### src/rtl/fsm_trace_pkg.sv
// fsm_trace_pkg: shared constants and trace record type for the FSM state-trace monitor
package fsm_trace_pkg;
  localparam int SW_DEF = 3;
  localparam int NSTATES_DEF = 5;
  localparam int DW_DEF = 8;
  localparam int DEPTH_DEF = 4;
  localparam int TCW = 16;
  localparam int DCW = 8;
  typedef struct packed {
    logic [SW_DEF-1:0] from;
    logic [SW_DEF-1:0] to;
    logic [DW_DEF-1:0] dwell;
  } trace_rec_t;
endpackage

### src/rtl/fsm_trace_fifo.sv
// fsm_trace_fifo: synchronous FIFO with wrap-bit pointers; a push on full is accepted when a pop frees the slot
module fsm_trace_fifo #(
  parameter int W = 14,
  parameter int DEPTH = 4
) (
  input  logic         clock,
  input  logic         reset,
  input  logic         push,
  input  logic         pop,
  input  logic [W-1:0] wdata,
  output logic [W-1:0] rdata,
  output logic         full,
  output logic         empty
);
  localparam int AW = $clog2(DEPTH);
  logic [W-1:0] mem [DEPTH];
  logic [AW:0] wp, rp;
  logic do_push, do_pop;
  assign empty = wp == rp;
  assign full = (wp[AW] != rp[AW]) && (wp[AW-1:0] == rp[AW-1:0]);
  assign do_pop = pop & ~empty;
  assign do_push = push & (~full | do_pop);
  assign rdata = mem[rp[AW-1:0]];
  always_ff @(posedge clock or negedge reset)
    if (!reset) begin
      wp <= '0;
      rp <= '0;
    end else begin
      if (do_push) wp <= wp + 1'b1;
      if (do_pop) rp <= rp + 1'b1;
    end
  always_ff @(posedge clock)
    if (do_push) mem[wp[AW-1:0]] <= wdata;
endmodule

### src/rtl/fsm_trace.sv
// fsm_trace: records FSM state transitions {from, to, dwell} into a FIFO with saturating debug counters
module fsm_trace
  import fsm_trace_pkg::*;
#(
  parameter int SW = SW_DEF,
  parameter int NSTATES = NSTATES_DEF,
  parameter int DW = DW_DEF,
  parameter int DEPTH = DEPTH_DEF
) (
  input  logic           clock,
  input  logic           reset,
  input  logic           clear,
  input  logic [SW-1:0]  state,
  output logic           out_valid,
  input  logic           out_ready,
  output logic [SW-1:0]  out_from,
  output logic [SW-1:0]  out_to,
  output logic [DW-1:0]  out_dwell,
  output logic [TCW-1:0] trans_count,
  output logic [DCW-1:0] drop_count,
  output logic           illegal
);
  localparam int RW = 2 * SW + DW;
  logic [SW-1:0] prev;
  logic [DW-1:0] cnt;
  logic [RW-1:0] head;
  logic trans, pop, full, empty, bad;
  assign trans = state != prev;
  assign pop = out_valid & out_ready;
  assign bad = 32'(state) >= NSTATES;
  assign out_valid = ~empty;
  // head is masked so an empty FIFO shows all-zero fields
  assign {out_from, out_to, out_dwell} = empty ? '0 : head;
  fsm_trace_fifo #(.W(RW), .DEPTH(DEPTH)) u_fifo (
    .clock(clock),
    .reset(reset),
    .push(trans),
    .pop(pop),
    .wdata({prev, state, cnt}),
    .rdata(head),
    .full(full),
    .empty(empty)
  );
  always_ff @(posedge clock or negedge reset)
    if (!reset) begin
      prev <= '0;
      cnt <= '0;
      trans_count <= '0;
      drop_count <= '0;
      illegal <= 1'b0;
    end else begin
      prev <= state;
      cnt <= trans ? DW'(1) : (&cnt ? cnt : cnt + 1'b1);
      trans_count <= clear ? '0 : (trans & ~&trans_count) ? trans_count + 1'b1 : trans_count;
      drop_count <= clear ? '0 : (trans & full & ~pop & ~&drop_count) ? drop_count + 1'b1 : drop_count;
      illegal <= ~clear & (illegal | bad);
    end
endmodule

### config.mk
export PLATFORM = sky130hd
export DESIGN_NAME = fsm_trace
export DESIGN_NICKNAME = d
export VERILOG_FILES = /design/src/rtl/fsm_trace_pkg.sv /design/src/rtl/fsm_trace_fifo.sv /design/src/rtl/fsm_trace.sv
export SDC_FILE = /design/constraint.sdc
export NUM_CORES = 1
export LEC_CHECK = 0
export CAP_MARGIN = 25
export CORE_MARGIN = 4
export CORE_UTILIZATION = 45
export DETAILED_ROUTE_END_ITERATION = 10
export PLACE_DENSITY = 0.77
export SYNTH_ARGS = -nofsm -noshare
export SYNTH_HDL_FRONTEND = slang
export SYNTH_HIERARCHICAL = 1
export SYNTH_SLANG_ARGS = --single-unit
### constraint.sdc
create_clock -name clock -period 4.8 [get_ports clock]
set_input_delay 0.72 -clock clock [delete_from_list [all_inputs] [get_ports clock]]
set_output_delay 0.72 -clock clock [all_outputs]
set_load 0.005 [all_outputs]
# Word-level counts from Yosys, hierarchy flattened
# Memory sizes are Yosys's and may differ from the RTL's.
# Index checks and enable logic that the tools add are counted.
# totals
register_bits	42
mem_bits_rw	56
latchBits	0
out_inout_bits	40
memories	1
rom_bits	0
inputBits	7
# memory_table
name	words	width	read_ports	rd_clocked_by_memory_dff	write_ports	line_no	source
u_fifo.mem	4	14	1	0	1	fsm_trace_fifo.sv:16	logic [W-1:0] mem [DEPTH];
# op_classes
n_mul	0
add_sub_neg	5
mux	9
magnitude_cmp	1
n_div	0
n_bitwise	14
eq_ne	5
reduce_logical	8
n_shift	0
# ops
op	n
16-bit two-way mux	2
8-bit two-way mux	4
16-bit by 1-bit adder with 16-bit output, second input constant	1
8-bit by 1-bit adder with 8-bit output, second input constant	2
16-bit AND reduction	1
8-bit AND reduction	2
14-bit two-way mux	1
1-bit AND	8
3-bit by 1-bit adder with 3-bit output, second input constant	2
1-bit NOT	4
2-bit nonzero test	2
3-bit equality test	1
3-bit >= comparator, second input constant	1
3-bit != test	1
2-bit equality test	1
1-bit logical NOT	2
1-bit two-way mux	2
2-bit != test, second input constant	1
1-bit OR	2
1-bit logical AND	1
1-bit != test	1

# Logic depth before layout (Yosys ltp)
# depth
ltp_word	8
depth_mapped	10
ltp_nobuf	7

# By module
# Netlist, hierarchy kept.
# by_module_without_submodules
mod	cells_per_inst	area_per_inst_um2	instances
fsm_trace_fifo	120	2482.4	1
fsm_trace	210	2085.8	1

# Least setup slack after synthesis
# OpenSTA, ideal clock, no wires.
# synth_path
path_kind	register to register
from	reg u_fifo.rp[1]
to	mem u_fifo.mem[0][0] (enable)
arrival_ns	2.794
path_stages_with_launch	10
path_slack_ns	1.697
required_time_ns	4.491
synth_period_minus_slack_ns	3.103
path_buffers	3
path_cell_list	dfrtp_1 -> buf_4 -> xor2_1 -> buf_2 -> nor3_1 -> nand2b_1 -> inv_1 -> clkdlybuf4s25_2 -> or4_1 -> and3_1
# synth_between
elab_chain_cells	8
# synth_rtl
element	line_no	source
from (decl)	fsm_trace_fifo.sv:17	logic [AW:0] wp, rp;
from (signal assigned)	fsm_trace_fifo.sv:30	if (do_pop) rp <= rp + 1'b1;
3-bit equality test	fsm_trace_fifo.sv:19	assign empty = wp == rp;
named net empty	fsm_trace.sv:27	logic trans, pop, full, empty, bad;
1-bit NOT	fsm_trace.sv:31	assign out_valid = ~empty;
1-bit AND	fsm_trace.sv:29	assign pop = out_valid & out_ready;
named net pop	fsm_trace.sv:27	
1-bit AND	fsm_trace_fifo.sv:21	assign do_pop = pop & ~empty;
1-bit OR	fsm_trace_fifo.sv:22	assign do_push = push & (~full | do_pop);
1-bit AND	fsm_trace_fifo.sv:22	
1-bit two-way mux	fsm_trace_fifo.sv:33	if (do_push) mem[wp[AW-1:0]] <= wdata;
1-bit two-way mux (implied by the code)	fsm_trace_fifo.sv:33	
to (decl)	fsm_trace_fifo.sv:16	
# The timed path passes the listed nets, and every way through them passes these cells.

# Final worst setup path
# layout_path
from	reg u_fifo.rp[1]
to	out out_dwell[0]
# layout_between
elab_chain_cells	2
# layout_rtl
element	line_no	source
3-bit equality test	fsm_trace_fifo.sv:19	
named net empty	fsm_trace.sv:27	
14-bit two-way mux	fsm_trace.sv:33	assign {out_from, out_to, out_dwell} = empty ? '0 : head;
to (decl)	fsm_trace.sv:18	output logic [DW-1:0] out_dwell,
# The timed path passes the listed nets, and every way through them passes these cells.

==> results.sh <==
export IMPL_finalPower_mw=2.841
export IMPL_r2r_cells=6
export IMPL_nets=392
export IMPL_tightest_slew_ps=956.8
export IMPL_antenna_found_initial=0
export IMPL_clkSinkCount=98
export IMPL_ys_flop_type="edfxtp_1"
export IMPL_critPathArrivalTime_ps=2980
export IMPL_synth_nets=345
export IMPL_path_class="flop to output pin"
export IMPL_vdd_drop_max_mv=0.2919
export IMPL_tns_ps=0
export IMPL_hp_class="input pin to async pin"
export IMPL_clk_pin_slew_ps=110
export IMPL_yosysTopAreaCell="edfxtp_1"
export IMPL_io_pins=47
export IMPL_postSynthAreaPerCell_sq_um=13.84
export IMPL_maxSlewHeadroom=0.3601
export IMPL_htreeDepth=3
export IMPL_finalHoldViolCount=0
export IMPL_fin_area_sq_mm=0.005351
export IMPL_dieArea_sq_mm=0.01183
export IMPL_cts_tree="done"
export IMPL_worstReg2RegEnd="u_fifo/mem[1][10]$_DFFE_PP_"
export IMPL_crit_fanout=17
export IMPL_async_reset_ff_frac=0.4286
export IMPL_drc=0
export IMPL_diodes=0
export IMPL_post_place_cells=497
export IMPL_syn_inst=330
export IMPL_die_height_um=108.8
export IMPL_cts_resized=0
export IMPL_p_per_area_mw_per_mm2=530.8
export IMPL_status="complete, no violations"
export IMPL_ys_seq_elements=98
export IMPL_syn_cell_area_sq_mm=0.004568
export IMPL_worstPathRequired_ps=4080
export IMPL_nFillCells=852
export IMPL_post_route_period_util=0.7718
export IMPL_port_buffers=46
export IMPL_routed_via_density=5.786
export IMPL_start_util=0.4652
export IMPL_grt_setup_unrepaired="no"
export IMPL_cp_startpoint="u_fifo/rp[1]$_DFFE_PN0P_"
export IMPL_skew_ps=13.02
export IMPL_layoutNonFillerInstCount=515
export IMPL_cpPeakStageDelay_ps=840
export IMPL_ant_nets=0
export IMPL_cp_start_kind="flop"
export IMPL_final_common_cell="edfxtp_1"
export IMPL_critPathCaptureType="output pin"
export IMPL_setup_violations=0
export IMPL_synthTopCellsByArea="edfxtp_1 (37%), dfrtp_1 (23%), mux4_2 (6.9%), or4_1 (2.5%), o31ai_1 (2.3%)"
export IMPL_track_usage=0.1691
export IMPL_report_final_slew_viol_count=0
export IMPL_final_cell_mix="edfxtp_1 (56), clkdlybuf4s50_1 (45), dfrtp_1 (42), a21oi_1 (20), nor2b_1 (16)"
export IMPL_coreArea_sq_mm=0.009819
export IMPL_drtIter0Drc=105
export IMPL_numCtsBuffers=9
export IMPL_totalWireLength_um=9161
export IMPL_worst_path_max_delay_cell="dfrtp_1"
export IMPL_multi_input_area_sq_mm=0.001709
export IMPL_ys_warn_count=6
export IMPL_cts_root_buf="clkbuf_8"
export IMPL_holdBufCountCts=0
export IMPL_routedWlPerCell_um=17.79
export IMPL_dr_total_vias=2980
export IMPL_cts_setup_buffers=0
export IMPL_fin_crit_ps=3705
export IMPL_synthDistinctLibCells=49
export IMPL_grt_pass1_vias=2975
export IMPL_maxCapViolations=0
export IMPL_drt_first_pass_iters=4
export IMPL_hpwl_um=6089
export IMPL_timing_fmax_mhz=269.9
export IMPL_r2r_start="u_fifo/rp[1]$_DFFE_PN0P_"
export IMPL_area_growth_pct=17.15
export IMPL_regToRegSetupSlack_ps=1200
export IMPL_clk_latency_ps=370
export IMPL_power_leakage_nw=1.940
export IMPL_dpl_cell_area_sq_mm=0.005120
export IMPL_regArea_sq_mm=0.002733
export IMPL_fin_util=0.5450
export IMPL_synth_seq_area_share=0.5982
export IMPL_clock_path_buffers=2
export IMPL_die_x_um=108.8
export IMPL_drive_above_1_share=0.1283
export IMPL_synth_top_area_frac=0.3681
export IMPL_grt_max_degree=43
export IMPL_num_rows=36
export IMPL_grt_first_pass_wirelength_um=15430
export IMPL_crit_chain="xor2_1 -> nor3_2 -> buf_6 -> nor2b_1 -> clkdlybuf4s50_1"
export IMPL_grt_ovfl_total=0
export IMPL_synth_edf_count=56
export IMPL_endpoint="out_dwell[0]"
export IMPL_place_gp_congestion=0.8291
-- registers in the layout, indices dropped and copies added, names as in the netlist --
register,cells
u_fifo/mem,56
u_fifo/rp,3
drop_count,8
prev,3
cnt,8
u_fifo/wp,3
trans_count,16
illegal,1
-- critical path: cells and delay by family (launching register included) --
kind | cells | cell delay (ps)
and+or+nand+nor | 2 | 330
xor gates and xnor gates | 1 | 730
DFF | 1 | 840
buffers and inverters | 2 | 720
-- layer usage --
| layer | track usage | part of all wire |
|---|---|---|
| met5 | 0 | 0 |
| met1 | 0.2306 | 0.46 |
| met3 | 0.02664 | 0.036 |
| met4 | 0.06312 | 0.012 |
| met2 | 0.2749 | 0.50 |
-- synthesized netlist by cell type, types with 4 or more instances --
library cell  number
or4_1             15
mux2_2             4
dfrtp_1           42
nor2b_1           16
clkbuf_1           5
inv_1             10
nand3_1           13
a31oi_1            4
xnor2_1            5
nor3_1             9
o41ai_1            4
a21oi_1           20
nor2_1            10
o31ai_1           14
mux4_2            14
and3_1             6
edfxtp_1          56
and4_1             6
o21ai_0            5
nand4_1            6
ha_1               8
nand2_1           11
-- area by class of cell --
cell class / instances / area share
flip-flops and latches: 98 / 0.5106
multi-input cells: 207 / 0.3194
repair buffers: 50 / 0.09376
well taps: 133 / 0.03110
clock buffers: 9 / 0.02315
clock inverters: 7 / 0.01426
inverters: 11 / 0.007716
-- worst min-delay path by stage --
stage,endpoint,slack (ps),cells after the start
2_1_floorplan,cnt[0]$_DFFE_PN0P_,420,0
3_3_place_gp,illegal$_DFF_PN0_,510,2
3_5_place_dp,illegal$_DFF_PN0_,510,2
4_1_cts,trans_count[6]$_DFFE_PN0P_,520,1
5_1_grt,trans_count[6]$_DFFE_PN0P_,170,1
6_report,trans_count[6]$_DFFE_PN0P_,170,1
-- cell families after synthesis --
group,synth area share
buffers and inverters,0.02985
and+or+nand+nor,0.1416
adders and majority gates,0.02191
muxes,0.08326
DFF,0.5982
AOI/OAI and AO/OA,0.09915
xor gates and xnor gates,0.02602
-- power by group --
group	switching [mW]	internal, mW	total, mW
clock network	0.321	0.208	0.530
logic	0.500	0.568	1.07
registers	0.110	1.13	1.24
total	0.932	1.91	2.84
-- through the flow --
stage | hold slack (ps) | setup slack, ps
after global routing | 166.3 | 882.1
final | 169.1 | 1095
after CTS | 521.1 | 747.0
after detailed placement | 511.8 | 779.5
after global placement | 506.7 | 977.6
after floorplan | 424.4 | 1697
(Power assumes the default switching activity.)
